$ cat src/rtl/muldiv_sched.sv
// Sequencer and sole owner of the shared iterative multiply/divide unit and the HI/LO write port.
// Optional macro DIV0_FAST_EN: divide-by-zero bypasses the iterations and completes in one busy cycle.
module muldiv_sched #(
    parameter int unsigned MUL_CYCLES = 32,
    parameter int unsigned DIV_CYCLES = 34,
    parameter int unsigned CNT_W      = 6
) (
    input  logic       clk,
    input  logic       rst_n,
    input  logic       op_valid,
    input  logic [1:0] op_code,
    input  logic       op_b_zero,
    input  logic       hilo_rd,
    output logic       stall,
    output logic       busy,
    output logic       unit_start,
    output logic [5:0] unit_ctrl,
    output logic       hilo_we,
    output logic       div0_fix
);

    localparam int unsigned CTRL_W    = 6;
    localparam logic [CTRL_W-1:0] CTRL_IDLE = 6'b000000;
    localparam logic [CTRL_W-1:0] CTRL_DONE = 6'b111111;
    localparam logic [3:0]        FUNCT_HI  = 4'b0110;

    typedef enum logic [1:0] {
        IDLE = 2'd0,
        RUN  = 2'd1,
        DONE = 2'd2
    } state_t;

    state_t            state;
    state_t            state_nxt;
    logic [CNT_W-1:0]  cnt;
    logic [CNT_W-1:0]  cnt_nxt;
    logic [CTRL_W-1:0] unit_ctrl_nxt;
    logic              unit_start_nxt;
    logic              hilo_we_nxt;
    logic              div0_fix_nxt;
    logic              busy_nxt;
    logic              fast_div0;

`ifdef DIV0_FAST_EN
    assign fast_div0 = (state == IDLE) && op_valid && op_code[1] && op_b_zero;
`else
    logic unused_b_zero;
    assign unused_b_zero = op_b_zero;
    assign fast_div0     = 1'b0;
`endif

    // Registered state, counter and unit-facing outputs
    always_ff @(posedge clk or negedge rst_n) begin
        if (!rst_n) begin
            state      <= IDLE;
            cnt        <= '0;
            unit_ctrl  <= CTRL_IDLE;
            unit_start <= 1'b0;
            hilo_we    <= 1'b0;
            div0_fix   <= 1'b0;
            busy       <= 1'b0;
        end else begin
            state      <= state_nxt;
            cnt        <= cnt_nxt;
            unit_ctrl  <= unit_ctrl_nxt;
            unit_start <= unit_start_nxt;
            hilo_we    <= hilo_we_nxt;
            div0_fix   <= div0_fix_nxt;
            busy       <= busy_nxt;
        end
    end

    // Next-state and iteration counter
    always_comb begin
        state_nxt = state;
        cnt_nxt   = cnt;
        case (state)
            IDLE: begin
                if (fast_div0) begin
                    state_nxt = DONE;
                end else if (op_valid) begin
                    state_nxt = RUN;
                    cnt_nxt   = op_code[1] ? CNT_W'(DIV_CYCLES - 1) : CNT_W'(MUL_CYCLES - 1);
                end
            end
            RUN: begin
                if (cnt == '0) begin
                    state_nxt = DONE;
                end else begin
                    cnt_nxt = cnt - CNT_W'(1);
                end
            end
            DONE:    state_nxt = IDLE;
            default: state_nxt = IDLE;
        endcase
    end

    // Output values for the coming cycle, decoded from the next state
    always_comb begin
        unit_ctrl_nxt  = CTRL_IDLE;
        unit_start_nxt = 1'b0;
        hilo_we_nxt    = 1'b0;
        div0_fix_nxt   = 1'b0;
        busy_nxt       = (state_nxt != IDLE);
        case (state_nxt)
            RUN: begin
                unit_start_nxt = (state == IDLE);
                unit_ctrl_nxt  = (state == IDLE) ? {FUNCT_HI, op_code} : unit_ctrl;
            end
            DONE: begin
                unit_ctrl_nxt = CTRL_DONE;
                hilo_we_nxt   = 1'b1;
                div0_fix_nxt  = fast_div0;
            end
            default: unit_ctrl_nxt = CTRL_IDLE;
        endcase
    end

    // DONE still stalls: HI/LO is only written at the end of that cycle
    assign stall = busy & (op_valid | hilo_rd);

endmodule

$ cat config.mk
export PLATFORM = sky130hd
export DESIGN_NAME = muldiv_sched
export DESIGN_NICKNAME = d
export VERILOG_FILES = /design/src/rtl/muldiv_sched.sv
export SDC_FILE = /design/constraint.sdc
export NUM_CORES = 1
export LEC_CHECK = 0
export BUFFER_PORTS_ARGS = -buffer_cell sky130_fd_sc_hd__buf_2
export CORE_ASPECT_RATIO = 1.2
export CORE_UTILIZATION = 49
export CTS_BUF_LIST = sky130_fd_sc_hd__clkbuf_8
export DETAILED_ROUTE_END_ITERATION = 12
export GPL_TIMING_DRIVEN = 0
export MAX_ROUTING_LAYER = met4
export PLACE_DENSITY = 0.76
export SLEW_MARGIN = 20
export SYNTH_ARGS = -nofsm -noshare
export SYNTH_HDL_FRONTEND = slang
export SYNTH_SLANG_ARGS = --single-unit
$ cat constraint.sdc
create_clock -name clk -period 2.2 [get_ports clk]
set_clock_uncertainty 0.1 [all_clocks]
set_input_delay 0.44 -clock clk [delete_from_list [all_inputs] [get_ports clk]]
set_output_delay 0.44 -clock clk [all_outputs]
set_load 0.03 [all_outputs]
==> results of run 1 <==
Yosys cell counts (2+ instances only):
master     n  area, um^2
buf_4      3       22.52
o21ai_0    2       10.01
a22o_1     2       17.52
inv_1      5       18.77
nand2_1    5       18.77
dfrtp_1   15       375.4
ha_1       4       50.05
nor2_1     3       11.26
nand2b_1   2       12.51
mux2_2     2       22.52
nor3_1     2       10.01
nand3_1    5       25.02
a21oi_1    4       20.02
mux2i_1    2       20.02
metal layers:
layer / vias up / GRT usage, % / part of all wire (%)
li1: 315 / - / -
met4: 0 / 13.79 / 2.7
met3: 8 / 4.265 / 5.3
met2: 28 / 31.67 / 49
met5: - / - / 0
met1: 311 / 28.83 / 43
flip-flops by register name, summed over array words and instances (netlist names):
| register | flops |
|---|---|
| unit_start | 1 |
| cnt | 6 |
| state | 2 |
| hilo_we | 1 |
| unit_ctrl | 4 |
| busy | 1 |
through the flow:
step                      instances  power, mW  hold slack, ns
final                           118      1.414          0.4032
after global routing            118      1.512          0.4212
after CTS                       116      1.362          0.4061
after detailed placement        109      1.117          0.2635
after global placement          109      1.095          0.2574
after floorplan                  77     0.9723         0.04441
worst max-delay path: cells and delay by family, from the launching register on:
kind	cells	cell delay, ns
fa+ha+maj	2	0.38
simple gates	2	0.36
mux	1	0.27
buf+inv	2	0.19
compound gates	2	0.29
flops	1	0.38
report_power, final:
| group | leakage, nW | switching (mW) | total, mW | internal, mW |
|---|---|---|---|---|
| Clock | 0.0269 | 0.102 | 0.226 | 0.124 |
| Combinational | 0.302 | 0.397 | 0.715 | 0.318 |
| Sequential | 0.180 | 0.0986 | 0.473 | 0.374 |
final timing paths:
path	from	endpoint	slack, ns	cells after the start
max in group asynchronous	rst_n	cnt[1]	1.24	2
min reg2reg	unit_ctrl[0]	unit_ctrl[0]	0.40	1
min in group asynchronous	rst_n	hilo_we	0.51	2
max reg2reg	cnt[0]	unit_ctrl[4]	0.1	9
max	cnt[0]	unit_ctrl[4]	0.1	9
min	unit_ctrl[0]	unit_ctrl[0]	0.40	1
area by class of cell:
cell class | instances | area [um^2]
Inverter | 6 | 22.52
Tap cell | 17 | 21.27
Timing Repair Buffer | 20 | 115.1
Clock buffer | 3 | 41.29
Clock inverter | 1 | 3.754
Sequential cell | 15 | 375.4
Fill cell | 110 | 483.0
Buffer | 3 | 22.52
Multi-Input combinational cell | 53 | 416.7
timing repair:
| action | 4_1_cts | 5_1_grt |
|---|---|---|
| setup endpoints to repair | 4 | 4 |
| setup buffers | 2 | 2 |
| hold endpoints to repair | 15 | 0 |
| pin swaps | 1 | 1 |
| hold buffers | 1 | 0 |
| resized for setup | 1 | 2 |
cell families (layout without fill, tap and decap cells):
family	after synthesis	in the layout
other	1	1
DFF	15	15
and+or+nand+nor	25	25
AOI/OAI and AO/OA	19	19
adders and majority gates	4	4
muxes	4	4
buffers and inverters	9	33
==> results.py, run 1 <==
metrics = {
    "outcome": {
        "status": "finished clean",
    },
    "finish": {
        "syn_to_final_growth_pct": 23.90,
        "stdcell_area_um2": 1018,
        "nNetsFinal": 113,
        "drive_gt1_share_pct": 36.63,
        "layout_common_cells": "dfrtp_1, buf_2, buf_4",
        "fin_util_pct": 67.83,
        "antennaDiodeCount": 0,
    },
    "synthesis": {
        "ys_async_sr_fraction_pct": 100.0,
        "synth_edf_count": 0,
        "synth-simple-area-share_pct": 18.72,
        "syn_inst": 77,
        "synth_cell_type_count": 35,
        "synth_seq_area_share_pct": 45.66,
        "synth_top_family_by_area": "simple AND/OR/NAND/NOR gates",
        "synthAdderAreaFrac_pct": 6.088,
        "synth-xor-area-share_pct": 0,
        "syn_avg_cell_area_um2": 10.68,
        "ys_warn_count": 0,
        "synth_mux_area_share_pct": 5.175,
        "synth_ff_type": "dfrtp_1",
        "syn_nets": 88,
        "synthesis.area_um2": 822.0,
        "synth_compound_area_share_pct": 18.42,
        "synth-seq-cells": 15,
    },
    "routing": {
        "drtIter0Drc": 8,
        "drc": 0,
        "dr.pass1.iters": 4,
        "antenna_left": 0,
        "viasPerCell": 5.610,
        "routedWlPerCell_um": 14.42,
        "vias": 662,
        "drt_wl_total_mm": 1.701,
    },
    "timing": {
        "hold_violations": 0,
        "fmax_mhz": 476.2,
        "timing.final.crit_share_pct": 95.46,
        "tns_ns": 0,
        "worst_slack_ns": 0.09990,
        "slew_viol_final": 0,
        "setup_viol": 0,
        "final.min_clock_period_ns": 2.100,
    },
    "clock_network": {
        "cts_tree": "built",
        "clock-root-buffer": "clkbuf_8",
        "h-tree-depth": 1,
        "cts_buffers": 3,
        "cts_buffer_depth": 2,
        "clkTransAtPathRegs_ns": 0.06,
        "cts_sinks": 15,
        "clock_latency_ns": 0.25,
    },
    "worst_setup_path": {
        "path_cells": "inv_1 -> ha_2 -> nor3b_4 -> a21oi_2 -> a21oi_4 -> inv_2 -> ha_4 -> nor2b_4 -> mux2_2",
        "crit_slowest_cell": "dfrtp_1",
        "crit_fanout": 6,
        "critPathLaunchType": "register",
        "max_stage_delay_ns": 0.38,
        "end_kind": "register",
        "worst-setup-path-type": "reg -> reg",
        "cp.required_ns": 2.24,
        "critPathArrivalTime_ns": 2.14,
    },
    "flow_run": {
        "drv_cap": 0,
    },
    "grt": {
        "grt_max_degree": 16,
        "antenna_found_initial": 0,
        "grt_pass1_vias": 591,
        "grt_pass1_wl_mm": 2.539,
        "grt_usage_pct": 22.20,
        "grt_overflow": 0,
    },
    "floorplanning": {
        "core_area_um2": 1501,
        "initial_core_util_pct": 54.75,
        "dieArea_um2": 1846,
        "die_h_um": 46.87,
        "ios": 18,
        "rows": 15,
        "die_w_um": 39.39,
    },
    "power_and_ir_drop": {
        "leakage_nw": 0.5087,
        "ir_drop_uv": 728.8,
        "power_density_nw_per_um2": 1388,
    },
    "hold_path": {
        "min_path_type": "reg -> reg",
    },
    "place": {
        "dpl.hpwl_mm": 1.160,
        "pre_cts_ws_ns": -0.02304,
        "globalplace.congestion": 0.9021,
        "io_buffers": 15,
        "placedInstanceArea_um2": 918.4,
    },
}
Note: power is estimated with default switching activity, not from simulation.
==> run 2, diff against run 1 <==
CORE_UTILIZATION = 46   (was 49)
CTS_BUF_LIST = unset   (was sky130_fd_sc_hd__clkbuf_8)
PLACE_DENSITY = 0.72   (was 0.76)
clock period = 1.82 ns   (was 2.2 ns; I/O delays follow)
==> run 2 against run 1 <==
The flow now finishes with violations (negative setup slack). Sequential power grew 20%. Clock power shrank 16%. Count of clock-buffer cells in the layout grew 1. Setup slack lost 0.27 ns. First-iteration DRC count grew to 2.9 times the previous value. Critical path type unchanged.
==> results.py, run 2 (synthesis results as in run 1) <==
metrics = {
    "clock_network": {
        "cts_buffer_depth": 2,
        "cts_tree": "built",
        "clkTransAtPathRegs_ns": 0.09,
        "cts_buffers": 3,
        "clock_latency_ns": 0.29,
        "cts_sinks": 15,
        "clock-root-buffer": "clkbuf_4",
        "h-tree-depth": 1,
        "cts_resized": 0,
    },
    "timing": {
        "fmax_mhz": 503.1,
        "slew_viol_final": 0,
        "tns_ns": -0.5813,
        "final.min_clock_period_ns": 1.988,
        "timing.final.crit_share_pct": 109.2,
        "setup_viol": 4,
        "hold_violations": 0,
        "hold_ws_ns": 0.3687,
        "grt_setup_unrepaired": "true",
        "worst_slack_ns": -0.1678,
    },
    "grt": {
        "grt_usage_pct": 19.55,
        "grt_max_degree": 16,
        "grt_overflow": 0,
        "antenna_found_initial": 0,
        "grt_pass1_vias": 611,
        "grt_pass1_wl_mm": 2.553,
    },
    "finish": {
        "fin_util_pct": 62.65,
        "nNetsFinal": 117,
        "top_register": "cnt",
        "stdcell_area_um2": 1041,
        "largestRegisters": "cnt x6, unit_ctrl x4, state x2",
        "layout_common_cells": "dfrtp_1, buf_2, buf_4",
        "largest_reg_flops": 6,
        "fillers": 133,
        "antennaDiodeCount": 0,
        "final_cells": 123,
        "drive_gt1_share_pct": 40.95,
        "multiInputGateArea_um2": 426.7,
        "register_area_um2": 375.4,
        "syn_to_final_growth_pct": 26.64,
    },
    "worst_setup_path": {
        "critPathLaunchType": "register",
        "rr_worst_depth": 9,
        "cp.depth": 9,
        "cp.required_ns": 1.89,
        "crit_fanout": 6,
        "max_stage_delay_ns": 0.39,
        "path_buf_inv": 2,
        "worst-setup-path-type": "reg -> reg",
        "end_kind": "register",
        "crit_family": "flip-flops",
        "critPathArrivalTime_ns": 2.06,
        "crit_slowest_cell": "dfrtp_1",
        "path_cells": "inv_2 -> ha_4 -> nor3b_4 -> a21oi_2 -> a21oi_4 -> inv_2 -> ha_4 -> nor2b_4 -> mux2_2",
        "rrSetupSlack_ns": -0.17,
    },
    "routing": {
        "vias": 643,
        "drtIter0Drc": 23,
        "routedWlPerCell_um": 12.37,
        "drt_wl_total_mm": 1.521,
        "dr.pass1.iters": 4,
        "viasPerCell": 5.228,
        "antenna_left": 0,
        "drc": 0,
    },
    "place": {
        "placedInstanceArea_um2": 944.7,
        "dp.cells": 110,
        "io_buffers": 15,
        "pre_cts_ws_ns": -0.2347,
        "globalplace.congestion": 0.8457,
        "dpl.hpwl_mm": 1.082,
    },
    "floorplanning": {
        "die_w_um": 40.59,
        "ios": 18,
        "initial_core_util_pct": 49.47,
        "core_area_um2": 1662,
        "rows": 16,
        "dieArea_um2": 1961,
        "die_h_um": 48.31,
    },
    "outcome": {
        "violations": "negative setup slack",
        "status": "finished, violations left",
    },
    "power_and_ir_drop": {
        "ir_drop_uv": 883.6,
        "leakage_nw": 0.5153,
        "finalPower_mw": 1.688,
        "power_density_nw_per_um2": 1621,
    },
    "flow_run": {
        "drv_cap": 0,
    },
    "hold_path": {
        "min_path_type": "in -> reg",
        "worstHoldPathCells": 4,
    },
}
[run 2: changes by cell type in the layout (fill, tap and decap cells not counted), sizes merged]
cell,change
clkbuf,+1
buf,+4
inv,-1
[run 2: path summary, 6_finish.rpt]
| kind | startpoint | end |
|---|---|---|
| worst max-delay path | cnt[0] | unit_ctrl[2] |
| worst min-delay path | op_code[0] | unit_ctrl[0] |
| worst max register to register | cnt[0] | unit_ctrl[2] |
| worst min register to register | unit_ctrl[0] | unit_ctrl[0] |
| max in group asynchronous | rst_n | unit_ctrl[4] |
| min in group asynchronous | rst_n | cnt[4] |
[run 2: layout make-up]
class / instances / share of cell area (%)
timing repair buffer: 24 / 13.94
tap: 18 / 2.163
multi-input combinational: 53 / 40.99
sequential: 15 / 36.06
inverter: 6 / 2.163
buffer: 3 / 2.163
clock buffer: 4 / 2.524
[run 2: tightest hold or removal path, stage by stage]
cell	delay [ns]
buf_2	0.08
a21oi_1	0.06
nor2_1	0.09
a22o_1	0.13
[run 2: per-layer routing]
metal  part of all wire (%)  global-route usage, %  vias to the layer above
met5                      0                      -                        -
met1                     45                  23.05                      297
met2                     48                  29.10                       15
met3                    3.7                  5.505                        4
met4                    2.7                  10.00                        0
li1                       -                      -                      327
[run 2: timing repair]
action	4_1_cts	5_1_grt
setup buffers	8	0
hold buffers	1	0
endpoints found under the setup margin	4	4
pin swaps	2	1
endpoints found under the hold margin	15	0
[run 2: power by group]
part | leakage, nW | internal [mW] | switching, mW | total, mW
logic | 0.320 | 0.450 | 0.480 | 0.930
registers | 0.180 | 0.451 | 0.117 | 0.569
clock network | 0.0150 | 0.0852 | 0.104 | 0.189
